===== config.mk =====
export PLATFORM = sky130hd
export DESIGN_NAME = cpu_debug_dumper
export DESIGN_NICKNAME = d
export VERILOG_FILES = /design/src/rtl/cpu_debug_dumper.sv
export SDC_FILE = /design/constraint.sdc
export NUM_CORES = 1
export LEC_CHECK = 0
export BUFFER_PORTS_ARGS = -buffer_cell sky130_fd_sc_hd__buf_4
export CAP_MARGIN = 20
export CORE_UTILIZATION = 45
export CTS_BUF_LIST = sky130_fd_sc_hd__clkbuf_8
export DETAILED_ROUTE_END_ITERATION = 10
export PLACE_DENSITY = 0.79
export SLEW_MARGIN = 5
export SYNTH_ARGS = -nofsm -noshare
export SYNTH_HDL_FRONTEND = slang
export SYNTH_SLANG_ARGS = --single-unit
export TNS_END_PERCENT = 1

===== constraint.sdc =====
create_clock -name clk -period 7.5 [get_ports clk]
set_clock_uncertainty 0.2 [all_clocks]
set_input_delay 1.125 -clock clk [delete_from_list [all_inputs] [get_ports clk]]
set_output_delay 1.125 -clock clk [all_outputs]
set_load 0.005 [all_outputs]

===== src/rtl/cpu_debug_dumper.sv =====
// cpu_debug_dumper: steps the pipeline CPU on request, scans every GPR and the
// five stage PC/IR pairs through the debug select port, and streams one
// 170-byte frame (A5, 32 x 4 register bytes, 5 x 8 stage bytes, 5A) out of an
// 8N1 UART transmitter.
`timescale 1ns/1ps

module cpu_debug_dumper #(
    parameter int unsigned CLKS_PER_BIT = 868,
    parameter logic [7:0]  HDR_BYTE     = 8'hA5,
    parameter logic [7:0]  TRL_BYTE     = 8'h5A
) (
    input  logic        clk,
    input  logic        aresetn,
    input  logic        step_req,
    input  logic        dump_req,
    input  logic [31:0] chip_debug_out0,
    input  logic [31:0] chip_debug_out1,
    input  logic [31:0] chip_debug_out2,
    output logic        step,
    output logic [31:0] chip_debug_in,
    output logic        uart_tx,
    output logic        busy
);

    typedef enum logic [3:0] {
        IDLE, STEP, HDR, SEL, CAP, SEND, NEXT, TRL, DONE
    } state_t;

    localparam logic [15:0] BAUD_MAX  = 16'(CLKS_PER_BIT - 1);
    localparam logic [5:0]  LAST_ITEM = 6'd36;

    state_t      state;
    logic [5:0]  item;       // 0..31 GPRs, 32..36 stages IF..WB
    logic [63:0] payload;    // captured bytes, next byte to send in [63:56]
    logic [3:0]  byte_cnt;   // payload bytes not yet handed to the transmitter

    logic        tx_active;
    logic [3:0]  bit_cnt;    // 0 start, 1..8 data, 9 stop
    logic [15:0] baud_cnt;
    logic [7:0]  tx_shift;

    logic        baud_last;
    logic        byte_done;
    logic        tx_load;
    logic [7:0]  tx_byte;

    // Debug select for an item: GPR index in [4:0], stage index in [7:5].
    // For items 32..36 the low three bits of k already equal k-32.
    function automatic logic [31:0] item_sel(input logic [5:0] k);
        if (k < 6'd32)
            return {27'b0, k[4:0]};
        else
            return {24'b0, k[2:0], 5'b0};
    endfunction

    // Transmitter timing flags and the byte-load request from the FSM states.
    always_comb begin
        baud_last = (baud_cnt == BAUD_MAX);
        byte_done = tx_active && baud_last && (bit_cnt == 4'd9);
        tx_load   = 1'b0;
        tx_byte   = 8'h00;
        case (state)
            HDR: begin
                tx_load = !tx_active;
                tx_byte = HDR_BYTE;
            end
            TRL: begin
                tx_load = !tx_active;
                tx_byte = TRL_BYTE;
            end
            SEND: begin
                // Back-to-back bytes: reload in the same cycle the stop bit ends.
                tx_load = !tx_active || (byte_done && byte_cnt != 4'd0);
                tx_byte = payload[63:56];
            end
            default: ;
        endcase
    end

    // Sequencer: request handling, step pulse, debug select, payload capture.
    always_ff @(posedge clk) begin
        // NOTE: reset is sampled on the clock edge only; aresetn is not in the sensitivity list.
        if (!aresetn) begin
            state         <= IDLE;
            item          <= '0;
            byte_cnt      <= '0;
            step          <= 1'b0;
            busy          <= 1'b0;
            chip_debug_in <= '0;
            // NOTE: payload is plain data, always overwritten in CAP before use, so it
            // is reset only for deterministic simulation; nothing depends on it.
            payload       <= '0;
        end else begin
            // NOTE: all sequential state uses <= so every branch sees pre-edge values.
            step <= 1'b0;
            case (state)
                IDLE: begin
                    if (step_req) begin
                        state <= STEP;
                        busy  <= 1'b1;
                        step  <= 1'b1;
                    end else if (dump_req) begin
                        state <= HDR;
                        busy  <= 1'b1;
                    end
                end
                STEP: state <= HDR;
                HDR: begin
                    if (byte_done) begin
                        item          <= '0;
                        chip_debug_in <= item_sel(6'd0);
                        state         <= SEL;
                    end
                end
                SEL: state <= CAP;
                CAP: begin
                    if (item < 6'd32) begin
                        payload  <= {chip_debug_out0, 32'h0};
                        byte_cnt <= 4'd4;
                    end else begin
                        payload  <= {chip_debug_out1, chip_debug_out2};
                        byte_cnt <= 4'd8;
                    end
                    state <= SEND;
                end
                SEND: begin
                    if (tx_load) begin
                        payload  <= payload << 8;
                        byte_cnt <= byte_cnt - 4'd1;
                    end else if (byte_done && byte_cnt == 4'd0) begin
                        state <= NEXT;
                    end
                end
                NEXT: begin
                    if (item == LAST_ITEM) begin
                        state <= TRL;
                    end else begin
                        item          <= item + 6'd1;
                        chip_debug_in <= item_sel(item + 6'd1);
                        state         <= SEL;
                    end
                end
                TRL: if (byte_done) state <= DONE;
                DONE: begin
                    chip_debug_in <= '0;
                    busy          <= 1'b0;
                    state         <= IDLE;
                end
                default: state <= IDLE;
            endcase
        end
    end

    // 8N1 transmitter: start bit, eight data bits LSB first, stop bit.
    always_ff @(posedge clk) begin
        if (!aresetn) begin
            tx_active <= 1'b0;
            bit_cnt   <= '0;
            baud_cnt  <= '0;
            tx_shift  <= '0;
            uart_tx   <= 1'b1;
        end else if (tx_load) begin
            tx_active <= 1'b1;
            bit_cnt   <= '0;
            baud_cnt  <= '0;
            tx_shift  <= tx_byte;
            uart_tx   <= 1'b0;
        end else if (tx_active) begin
            if (baud_last) begin
                baud_cnt <= '0;
                if (bit_cnt == 4'd9) begin
                    tx_active <= 1'b0;
                end else begin
                    bit_cnt <= bit_cnt + 4'd1;
                    if (bit_cnt == 4'd8) begin
                        uart_tx <= 1'b1;
                    end else begin
                        uart_tx  <= tx_shift[0];
                        tx_shift <= tx_shift >> 1;
                    end
                end
            end else begin
                baud_cnt <= baud_cnt + 16'd1;
            end
        end
    end

endmodule


==> flow_metrics.py, run 1 <==
metrics = {
    "floorplan": {
        "start_util": 0.468,
        "die_x_um": 120,
        "pin_count": 135,
        "die_h_um": 120,
        "num_rows": 42,
        "die_area_um2": 14400,
        "core-area_um2": 13400,
    },
    "synth": {
        "syn_inst": 760,
        "avgSynthCellArea_um2": 8.26,
        "ys.flop_type": "dfxtp_1",
        "ys_ff_latch": 118,
        "synth_cell_types": 56,
        "synth_warnings": 0,
        "synth-async-reset-ratio": 0,
        "netlist_area_um2": 6280,
        "ys_seq_area_frac": 0.376,
        "synth_edf_count": 0,
    },
    "place": {
        "port_buffers": 110,
        "dp_hpwl_um": 9520,
        "gp_congestion": 0.821,
    },
    "final_layout": {
        "drive_gt1_frac": 0.185,
        "antenna_cells": 0,
        "fillers": 1274,
        "area_growth_pct": 18.1,
        "finish.utilization": 0.553,
        "nets": 942,
    },
    "critical_path": {
        "crit_path_cell_trace": "nand2_1 > or3_2 > buf_4 > o41ai_4 > o21a_2 > buf_4 > nand3_1 > o211a_1",
        "path_max_fanout": 93,
        "path_class": "flop to flop",
        "cpPeakStageDelay_ns": 0.67,
        "slowest_stage": "o41ai_4",
        "cp-end-kind": "flop",
        "cp.required_ns": 7.63,
        "arrival_ns": 4.01,
        "cp-start-kind": "flop",
        "path_buf_inv": 2,
        "critPathMostFrequentCell": "buf_4",
        "crit_family": "compound AO/OA/AOI/OAI gates",
    },
    "global_routing": {
        "grt-ovfl-total": 0,
        "top_usage_layer": "met2",
        "grt_use_total": 0.208,
        "grt_pass1_wl_um": 24100,
        "met3_usage": 0.0485,
        "grt_max_degree": 111,
        "use_met2": 0.341,
        "use_met1": 0.267,
        "antenna_found_initial": 0,
        "grt_pass1_vias": 5138,
    },
    "cts": {
        "cts_made_buffers": 17,
        "cts_sinks": 118,
        "htreeDepth": 4,
        "ctsHoldBuffers": 0,
        "post_cts_buffers": 0,
        "path_clk_slew_ns": 0.07,
        "clock_path_buffers": 2,
        "clkLatencyLatePin_ns": 0.44,
        "cts-resized-gates": 0,
        "cts_root_buf": "clkbuf_8",
        "cts_tree": "done",
    },
    "route": {
        "drt-total-wl_um": 14300,
        "antenna_left": 0,
        "drc": 0,
        "drt_iter0_drc": 306,
        "viasPerCell": 5.44,
        "vias": 5569,
        "routedWlPerCell_um": 13.9,
        "drt-pass1-iter-count": 4,
    },
    "power": {
        "intPower_mw": 1.31,
        "leakagePower_nw": 3.09,
        "pwr-share-seq": 0.431,
        "power_density_nw_per_um2": 261,
        "finalPower_mw": 1.93,
        "power_frac_clock": 0.323,
        "pwr-share-comb": 0.246,
        "power_switching_share": 0.320,
        "netSwitchingPower_mw": 0.618,
        "ir_worst_vdd_uv": 120,
    },
    "timing": {
        "setup_tns_ns": 0,
        "fin_crit_sh": 0.517,
        "tightest_slew_ns": 1.02,
        "slew_headroom": 0.318,
        "setup_violations": 0,
        "final_hold_viol_count": 0,
        "final_max_slew_viol_count": 0,
        "rsz0062_at_grt": "no",
        "max_freq_mhz": 258,
        "min_period_ns": 3.88,
    },
    "run": {
        "maxCapViolations": 0,
    },
    "worst_hold_path": {
        "min_path_type": "flop to flop",
    },
    "run_status": {
        "status": "completed",
    },
}
-- layout by cell type, fill, tap and decap left out, types with 11 or more instances in the layout --
| cell | netlist | final |
|---|---|---|
| o211a_1 | 24 | 24 |
| dfxtp_1 | 118 | 117 |
| a21boi_1 | 33 | 33 |
| nand2_1 | 139 | 139 |
| nand3_1 | 80 | 80 |
| inv_1 | 12 | 15 |
| xor2_1 | 15 | 15 |
| o21ai_0 | 21 | 21 |
| a21oi_1 | 14 | 14 |
| conb_1 | 1 | 24 |
| mux2i_1 | 35 | 35 |
| nand4_1 | 11 | 11 |
| o211ai_1 | 34 | 34 |
| buf_4 | 29 | 115 |
| nor2_1 | 43 | 43 |
| clkbuf_8 | 0 | 19 |
-- power by group through the flow --
stage,sequential (mW),clock [mW],combinational [mW]
floorplan,0.791,0,0.420
global placement,0.840,0,0.463
detailed placement,0.843,0,0.473
CTS,0.831,0.631,0.475
global route,0.848,0.663,0.538
finish,0.832,0.623,0.476
-- per-stage QoR --
step / instance area [um2] / hold slack, ns / setup slack (ns) / instances
final: 7410 / 0.252 / 3.62 / 1023
after global routing: 7410 / 0.276 / 3.25 / 1023
after CTS: 7410 / 0.256 / 3.60 / 1023
after detailed placement: 6990 / 0.242 / 3.64 / 992
after global placement: 6990 / 0.238 / 3.74 / 992
after floorplan: 6360 / 0.235 / 5.11 / 783
-- area by class of cell --
class                           count  area (um2)  share of cell area
Clock buffer                       19         262              0.0353
Clock inverter                     12         161              0.0218
Inverter                           12        45.0             0.00608
Multi-Input combinational cell    571        3500               0.472
Sequential cell                   118        2360               0.319
Tap cell                          176         220              0.0297
Timing Repair Buffer              115         863               0.116
-- registers in the layout (all words and copies together), names as in the netlist, 4 cells and up --
name           cells
baud_cnt          16
bit_cnt            4
byte_cnt           4
chip_debug_in      8
item               6
payload           64
state              4
tx_shift           8
-- metal layers --
layer,vias up,wire length [um],part of all wire
li1,2788,-,-
met1,2608,6560,0.46
met2,157,6860,0.48
met3,16,658,0.046
met4,0,170,0.012
met5,-,0,0
-- final timing paths --
check / from / endpoint / slack, ns / depth (start not counted)
worst max-delay path: state[2]$_SDFFE_PN0P_ / payload[12]$_SDFFE_PN0P_ / 3.62 / 8
worst max register to register: state[2]$_SDFFE_PN0P_ / payload[12]$_SDFFE_PN0P_ / 3.62 / 8
worst min-delay path: chip_debug_in[7]$_SDFFE_PN0P_ / chip_debug_in[7]$_SDFFE_PN0P_ / 0.25 / 2
worst min register to register: chip_debug_in[7]$_SDFFE_PN0P_ / chip_debug_in[7]$_SDFFE_PN0P_ / 0.25 / 2
-- synthesized netlist by cell type, types with 6 or more instances --
library cell | count | area (um2)
nand2_1 | 139 | 522
dfxtp_1 | 118 | 2360
nand3_1 | 80 | 400
nor2_1 | 43 | 161
clkbuf_1 | 39 | 146
mux2i_1 | 35 | 350
o211ai_1 | 34 | 255
a21boi_1 | 33 | 248
buf_4 | 29 | 218
o211a_1 | 24 | 240
o21ai_0 | 21 | 105
xor2_1 | 15 | 131
a21oi_1 | 14 | 70.1
inv_1 | 12 | 45.0
nand4_1 | 11 | 68.8
nor3_1 | 9 | 45.0
buf_6 | 7 | 78.8
ha_1 | 7 | 87.6
nor2b_1 | 6 | 37.5
o31ai_1 | 6 | 45.0
xnor2_1 | 6 | 52.6
-- cells by family after synthesis --
family / share of synthesized area
simple gates: 0.236
buf+inv: 0.0829
other cells: 0.000597
fa+ha+maj: 0.0140
xor+xnor: 0.0293
flops: 0.376
mux: 0.0558
compound gates: 0.205
-- worst register-to-register path, delay by kind of cell, from the launching register on --
family                 cells  cell delay (ns)
AND/OR/NAND/NOR            3             0.89
buffers and inverters      2             0.96
flip-flops                 1             0.62
AO/OA/AOI/OAI              3             1.10
No activity file was read; power rests on OpenSTA's default activity.
==> run 2, diff against run 1 <==
==> constraint.sdc (replaced) <==
create_clock -name clk -period 3.8 [get_ports clk]
set_clock_uncertainty 0.2 [all_clocks]
set_input_delay 0.57 -clock clk [delete_from_list [all_inputs] [get_ports clk]]
set_output_delay 0.57 -clock clk [all_outputs]
set_load 0.005 [all_outputs]
==> run 2 against run 1 <==
Final area grew 1.1%. Sequential share of layout area down 0.35 points. Combinational power grew 110%. Register-to-register slack lost 3.1 ns. Setup slack worse by 3.1 ns. Total power up 100%. Die area stayed put. Critical path depth fell by 1. Sequential cell count did not move. Cell count increased by 0.49%. Highest routed layer unchanged. Sequential power grew 92%. Critical endpoint is now payload[40]$_SDFFE_PN0P_. Hold slack got worse by 0.049 ns.
==> flow_metrics.py, run 2 (same netlist as run 1, synthesis figures left out) <==
metrics = {
    "timing": {
        "fin_crit_sh": 0.859,
        "setup_violations": 0,
        "min_period_ns": 3.26,
        "max_freq_mhz": 306,
        "final_max_slew_viol_count": 0,
        "rsz0062_at_grt": "no",
        "setup_tns_ns": 0,
        "final_hold_viol_count": 0,
        "slew_headroom": 0.393,
        "tightest_slew_ns": 0.906,
    },
    "floorplan": {
        "die_h_um": 120,
        "start_util": 0.468,
        "die_area_um2": 14400,
        "num_rows": 42,
        "core-area_um2": 13400,
        "die_x_um": 120,
        "pin_count": 135,
    },
    "place": {
        "port_buffers": 110,
        "gp_congestion": 0.841,
        "dp_hpwl_um": 9690,
        "place_area_um2": 7040,
    },
    "power": {
        "pwr-share-comb": 0.260,
        "ir_worst_vdd_uv": 301,
        "power_density_nw_per_um2": 519,
        "intPower_mw": 2.63,
        "netSwitchingPower_mw": 1.26,
        "pwr-share-seq": 0.413,
        "leakagePower_nw": 3.12,
        "power_switching_share": 0.324,
        "power_frac_clock": 0.327,
    },
    "final_layout": {
        "final_cell_mix": "139 x nand2_1, 117 x dfxtp_1, 117 x buf_4, 80 x nand3_1, 43 x nor2_1",
        "reg.largest.list": "payload x64, baud_cnt x16",
        "nets": 946,
        "fillers": 1230,
        "antenna_cells": 0,
        "finish.instance_area_um2": 7490,
        "drive_gt1_frac": 0.192,
        "final-seq-area_um2": 2360,
        "area_growth_pct": 19.4,
        "largest_reg_flops": 64,
        "top_register": "payload",
        "final_common_cell": "nand2_1",
        "multi_input_area_um2": 3500,
    },
    "global_routing": {
        "grt_use_total": 0.202,
        "grt_pass1_wl_um": 23600,
        "grt-ovfl-total": 0,
        "grt_pass1_vias": 4981,
        "grt_max_degree": 93,
        "antenna_found_initial": 0,
    },
    "route": {
        "drc": 0,
        "viasPerCell": 5.40,
        "routedWlPerCell_um": 13.7,
        "vias": 5553,
        "drt-total-wl_um": 14100,
        "drt_iter0_drc": 329,
        "drt-pass1-iter-count": 5,
        "antenna_left": 0,
    },
    "critical_path": {
        "cp-start-kind": "flop",
        "arrival_ns": 3.43,
        "cp.required_ns": 3.96,
        "path_max_fanout": 36,
        "path_class": "flop to flop",
        "cp-end-kind": "flop",
        "reg2reg_slack_ns": 0.54,
    },
    "cts": {
        "cts_root_buf": "clkbuf_8",
        "cts_made_buffers": 17,
        "ctsHoldBuffers": 0,
        "htreeDepth": 4,
        "cts_sinks": 118,
        "clock_path_buffers": 2,
        "cts_tree": "done",
        "clkLatencyLatePin_ns": 0.43,
        "post_cts_buffers": 0,
        "path_clk_slew_ns": 0.08,
        "cts-resized-gates": 0,
    },
    "run_status": {
        "status": "completed",
    },
    "worst_hold_path": {
        "min_path_type": "input pin to flop",
    },
    "run": {
        "maxCapViolations": 0,
    },
}
## run 2: layout make-up
type	count	area share
clock buffers	18	0.0331
clock inverters	14	0.0269
inverters	12	0.00601
multi-input cells	571	0.467
flip-flops and latches	118	0.315
well taps	176	0.0294
repair buffers	119	0.123
## run 2: final timing paths
path / startpoint / to / depth (start not counted)
setup / recovery: state[2]$_SDFFE_PN0P_ / payload[40]$_SDFFE_PN0P_ / 7
setup reg to reg: state[2]$_SDFFE_PN0P_ / payload[40]$_SDFFE_PN0P_ / 7
hold / removal: chip_debug_out2[7] / payload[7]$_SDFFE_PN0P_ / 3
hold reg to reg: busy$_SDFFE_PN0P_ / busy$_SDFFE_PN0P_ / 2
## run 2: per-layer routing
layer	share of wire	routed length (um)	track usage
met1	0.46	6470	0.267
met3	0.050	700	0.0480
met5	0	0	0
met4	0.0082	116	0.0516
met2	0.48	6820	0.330
## run 2: stage by stage
stage | total power [mW] | setup slack (ns) | hold slack [ns] | util | std cells
final | 3.89 | 0.536 | 0.202 | 0.559 | 1028
after global routing | 4.13 | 0.254 | 0.174 | 0.559 | 1028
after CTS | 3.91 | 0.573 | 0.182 | 0.559 | 1028
after detailed placement | 2.63 | 0.584 | 0.243 | 0.526 | 996
after global placement | 2.60 | 0.733 | 0.238 | 0.526 | 996
after floorplan | 2.39 | 1.41 | 0.235 | - | 783
## run 2: critical path, cell delays in order, from the launching register on
cell and delay, ns:
dfxtp_1 0.62, nand2_1 0.23, or3_2 0.51, o41ai_4 0.59, o21a_2 0.50, buf_12 0.25
o211ai_1 0.12, a21boi_1 0.17
## run 2: power by group through the flow
stage	Sequential (mW)	Clock [mW]	Combinational, mW
4_1_cts	1.60	1.30	1.01
3_5_place_dp	1.63	0	1.01
5_1_grt	1.63	1.36	1.14
2_1_floorplan	1.56	0	0.828
3_3_place_gp	1.62	0	0.981
6_report	1.60	1.27	1.01
==> run 3, diff against run 2 <==
--- a/config.mk
+++ b/config.mk
@@ -5,12 +5,14 @@
 export SDC_FILE = /design/constraint.sdc
 export NUM_CORES = 1
 export LEC_CHECK = 0
+export ABC_AREA = 1
 export BUFFER_PORTS_ARGS = -buffer_cell sky130_fd_sc_hd__buf_4
 export CAP_MARGIN = 20
 export CORE_UTILIZATION = 45
 export CTS_BUF_LIST = sky130_fd_sc_hd__clkbuf_8
 export DETAILED_ROUTE_END_ITERATION = 10
-export PLACE_DENSITY = 0.79
+export PLACE_DENSITY = 0.78
+export SKIP_CTS_REPAIR_TIMING = 1
 export SLEW_MARGIN = 5
 export SYNTH_ARGS = -nofsm -noshare
 export SYNTH_HDL_FRONTEND = slang
==> run 3 against run 2 <==
Final area grew 4.5%. Die area grew 6.3%. Utilization shrank 1.8 points. Cell count grew 29%. Routed wire length grew 19%. First-iteration DRC count grew 61%. Critical endpoint is now bit_cnt[2]$_SDFFE_PP0P_.
==> flow_metrics.py, run 3 <==
metrics = {
    "run_status": {
        "status": "completed",
    },
    "cts": {
        "path_clk_slew_ns": 0.08,
        "cts_made_buffers": 17,
        "clock_path_buffers": 2,
        "clkLatencyLatePin_ns": 0.45,
        "htreeDepth": 4,
        "cts_sinks": 118,
        "cts_root_buf": "clkbuf_8",
        "cts_tree": "done",
    },
    "synth": {
        "ys_ff_latch": 118,
        "synth-async-reset-ratio": 0,
        "synth_top_area_frac": 0.354,
        "synth.top_cells.by_count": "269 x nand2_1, 199 x nor2_1, 118 x dfxtp_1, 101 x inv_1, 91 x nand3_1",
        "synth_area_leaders": "dfxtp_1 35%, nand2_1 15%, nor2_1 11%",
        "ys_seq_area_frac": 0.354,
        "synth.most_common_cell": "nand2_1",
        "ys.flop_type": "dfxtp_1",
        "syn_inst": 1044,
        "avgSynthCellArea_um2": 6.40,
        "yosys.area.top_type": "dfxtp_1",
        "synth_edf_count": 0,
        "synth_cell_types": 38,
        "netlist_area_um2": 6680,
        "synth_warnings": 0,
    },
    "global_routing": {
        "grt_use_total": 0.228,
        "grt_pass1_wl_um": 27400,
        "antenna_found_initial": 0,
        "grt_pass1_vias": 5905,
        "grt-ovfl-total": 0,
        "grt_max_degree": 74,
    },
    "critical_path": {
        "cp-end-kind": "flop",
        "path_class": "flop to flop",
        "arrival_ns": 2.69,
        "cp-start-kind": "flop",
        "cp.required_ns": 3.91,
        "path_max_fanout": 20,
    },
    "final_layout": {
        "drive_gt1_frac": 0.156,
        "final_cell_mix": "268 x nand2_1, 197 x nor2_1, 118 x dfxtp_1, 117 x buf_4, 102 x inv_1",
        "top_register": "payload",
        "final_cells": 1322,
        "finish.utilization": 0.541,
        "largest_reg_flops": 64,
        "nets": 1232,
        "final_common_cell": "nand2_1",
        "reg.largest.list": "payload x64, baud_cnt x16",
        "antenna_cells": 0,
        "fillers": 1389,
        "area_growth_pct": 17.2,
    },
    "timing": {
        "tightest_slew_ns": 0.905,
        "max_freq_mhz": 387,
        "layout_setup_ws_ns": 1.22,
        "setup_violations": 0,
        "hold_slack_ns": 0.177,
        "fin_crit_sh": 0.680,
        "final_max_slew_viol_count": 0,
        "final_hold_viol_count": 0,
        "slew_headroom": 0.396,
        "rsz0062_at_grt": "no",
        "setup_tns_ns": 0,
        "min_period_ns": 2.58,
    },
    "power": {
        "ir_worst_vdd_uv": 242,
        "power_density_nw_per_um2": 480,
        "pwr-share-comb": 0.277,
        "pwr-share-seq": 0.400,
        "netSwitchingPower_mw": 1.26,
        "power_frac_clock": 0.323,
        "intPower_mw": 2.49,
        "leakagePower_nw": 3.77,
        "power_switching_share": 0.336,
    },
    "run": {
        "maxCapViolations": 0,
    },
    "floorplan": {
        "start_util": 0.461,
        "die_area_um2": 15300,
        "die_h_um": 124,
        "num_rows": 44,
        "pin_count": 135,
        "core-area_um2": 14500,
        "die_x_um": 124,
    },
    "place": {
        "port_buffers": 110,
        "dp.cells": 1290,
        "pre_cts_ws_ns": 1.27,
        "gp_congestion": 0.949,
        "dp_hpwl_um": 11300,
    },
    "route": {
        "vias": 6665,
        "routedWlPerCell_um": 12.7,
        "drt_iter0_drc": 531,
        "drt-pass1-iter-count": 5,
        "drt-total-wl_um": 16800,
        "antenna_left": 0,
        "drc": 0,
        "viasPerCell": 5.04,
    },
    "worst_hold_path": {
        "min_path_type": "input pin to flop",
    },
}
run 3: cell types whose count changed after synthesis, moves of 8 or more:
cell,before,now
buf_2,5,19
clkbuf_1,39,23
a21oi_1,14,26
mux2i_1,35,0
o21ai_0,21,33
inv_1,12,101
o211a_1,24,0
o211ai_1,34,25
a21boi_1,33,0
nand2_2,0,8
nand3b_1,1,13
nand3_1,80,91
nor2_1,43,199
nand2_1,139,269
run 3: worst max-delay path: stages, from the launching register on:
cell,delay [ns]
dfxtp_1,0.38
ha_1,0.22
inv_1,0.05
nor2_1,0.08
nand2_1,0.09
nor2_4,0.13
nand3_2,0.10
nand2_2,0.20
nand3_2,0.34
nand2_1,0.53
nor3_1,0.11
run 3: power groups by stage:
stage / clock network [mW] / registers, mW / logic, mW
finish: 1.21 / 1.50 / 1.04
global route: 1.29 / 1.52 / 1.19
CTS: 1.23 / 1.50 / 1.04
floorplan: 0 / 1.50 / 0.845
global placement: 0 / 1.52 / 1.01
detailed placement: 0 / 1.53 / 1.02
run 3: metrics by stage:
step	area, um2	power, mW
floorplan	6760	2.34
global placement	7410	2.54
detailed placement	7410	2.55
CTS	7830	3.77
global route	7830	4.00
finish	7830	3.76
run 3: worst paths after layout:
kind / startpoint / endpoint / slack (ns) / depth (start not counted)
hold reg to reg: chip_debug_in[3]$_SDFFE_PN0P_ / chip_debug_in[3]$_SDFFE_PN0P_ / 0.26 / 2
setup reg to reg: baud_cnt[0]$_SDFFE_PP0P_ / bit_cnt[2]$_SDFFE_PP0P_ / 1.22 / 10
hold / removal: chip_debug_out2[1] / payload[1]$_SDFFE_PN0P_ / 0.18 / 3
setup / recovery: baud_cnt[0]$_SDFFE_PP0P_ / bit_cnt[2]$_SDFFE_PP0P_ / 1.22 / 10
run 3: logic make-up after synthesis:
family,after synthesis,synth area share
flip-flops,118,0.354
other,1,0.000562
AO/OA/AOI/OAI,99,0.0883
AND/OR/NAND/NOR,623,0.399
adder cells (fa/ha/maj),7,0.0131
XOR/XNOR,11,0.0144
buffers and inverters,185,0.131
run 3: layout make-up:
type,instances,area (um2),share of cell area
Inverter,107,402,0.0513
Sequential cell,118,2360,0.302
Clock buffer,19,262,0.0334
Tap cell,184,230,0.0294
Timing Repair Buffer,117,878,0.112
Multi-Input combinational cell,764,3540,0.452
Clock inverter,13,155,0.0198
run 3: routing by layer:
layer	share of wire	GRT usage	routed length (um)	up-vias
met5	0	0	0	-
met1	0.45	0.303	7570	3010
met2	0.48	0.359	7960	231
li1	-	-	-	3405
met4	0.012	0.0783	199	0
met3	0.061	0.0545	1030	19
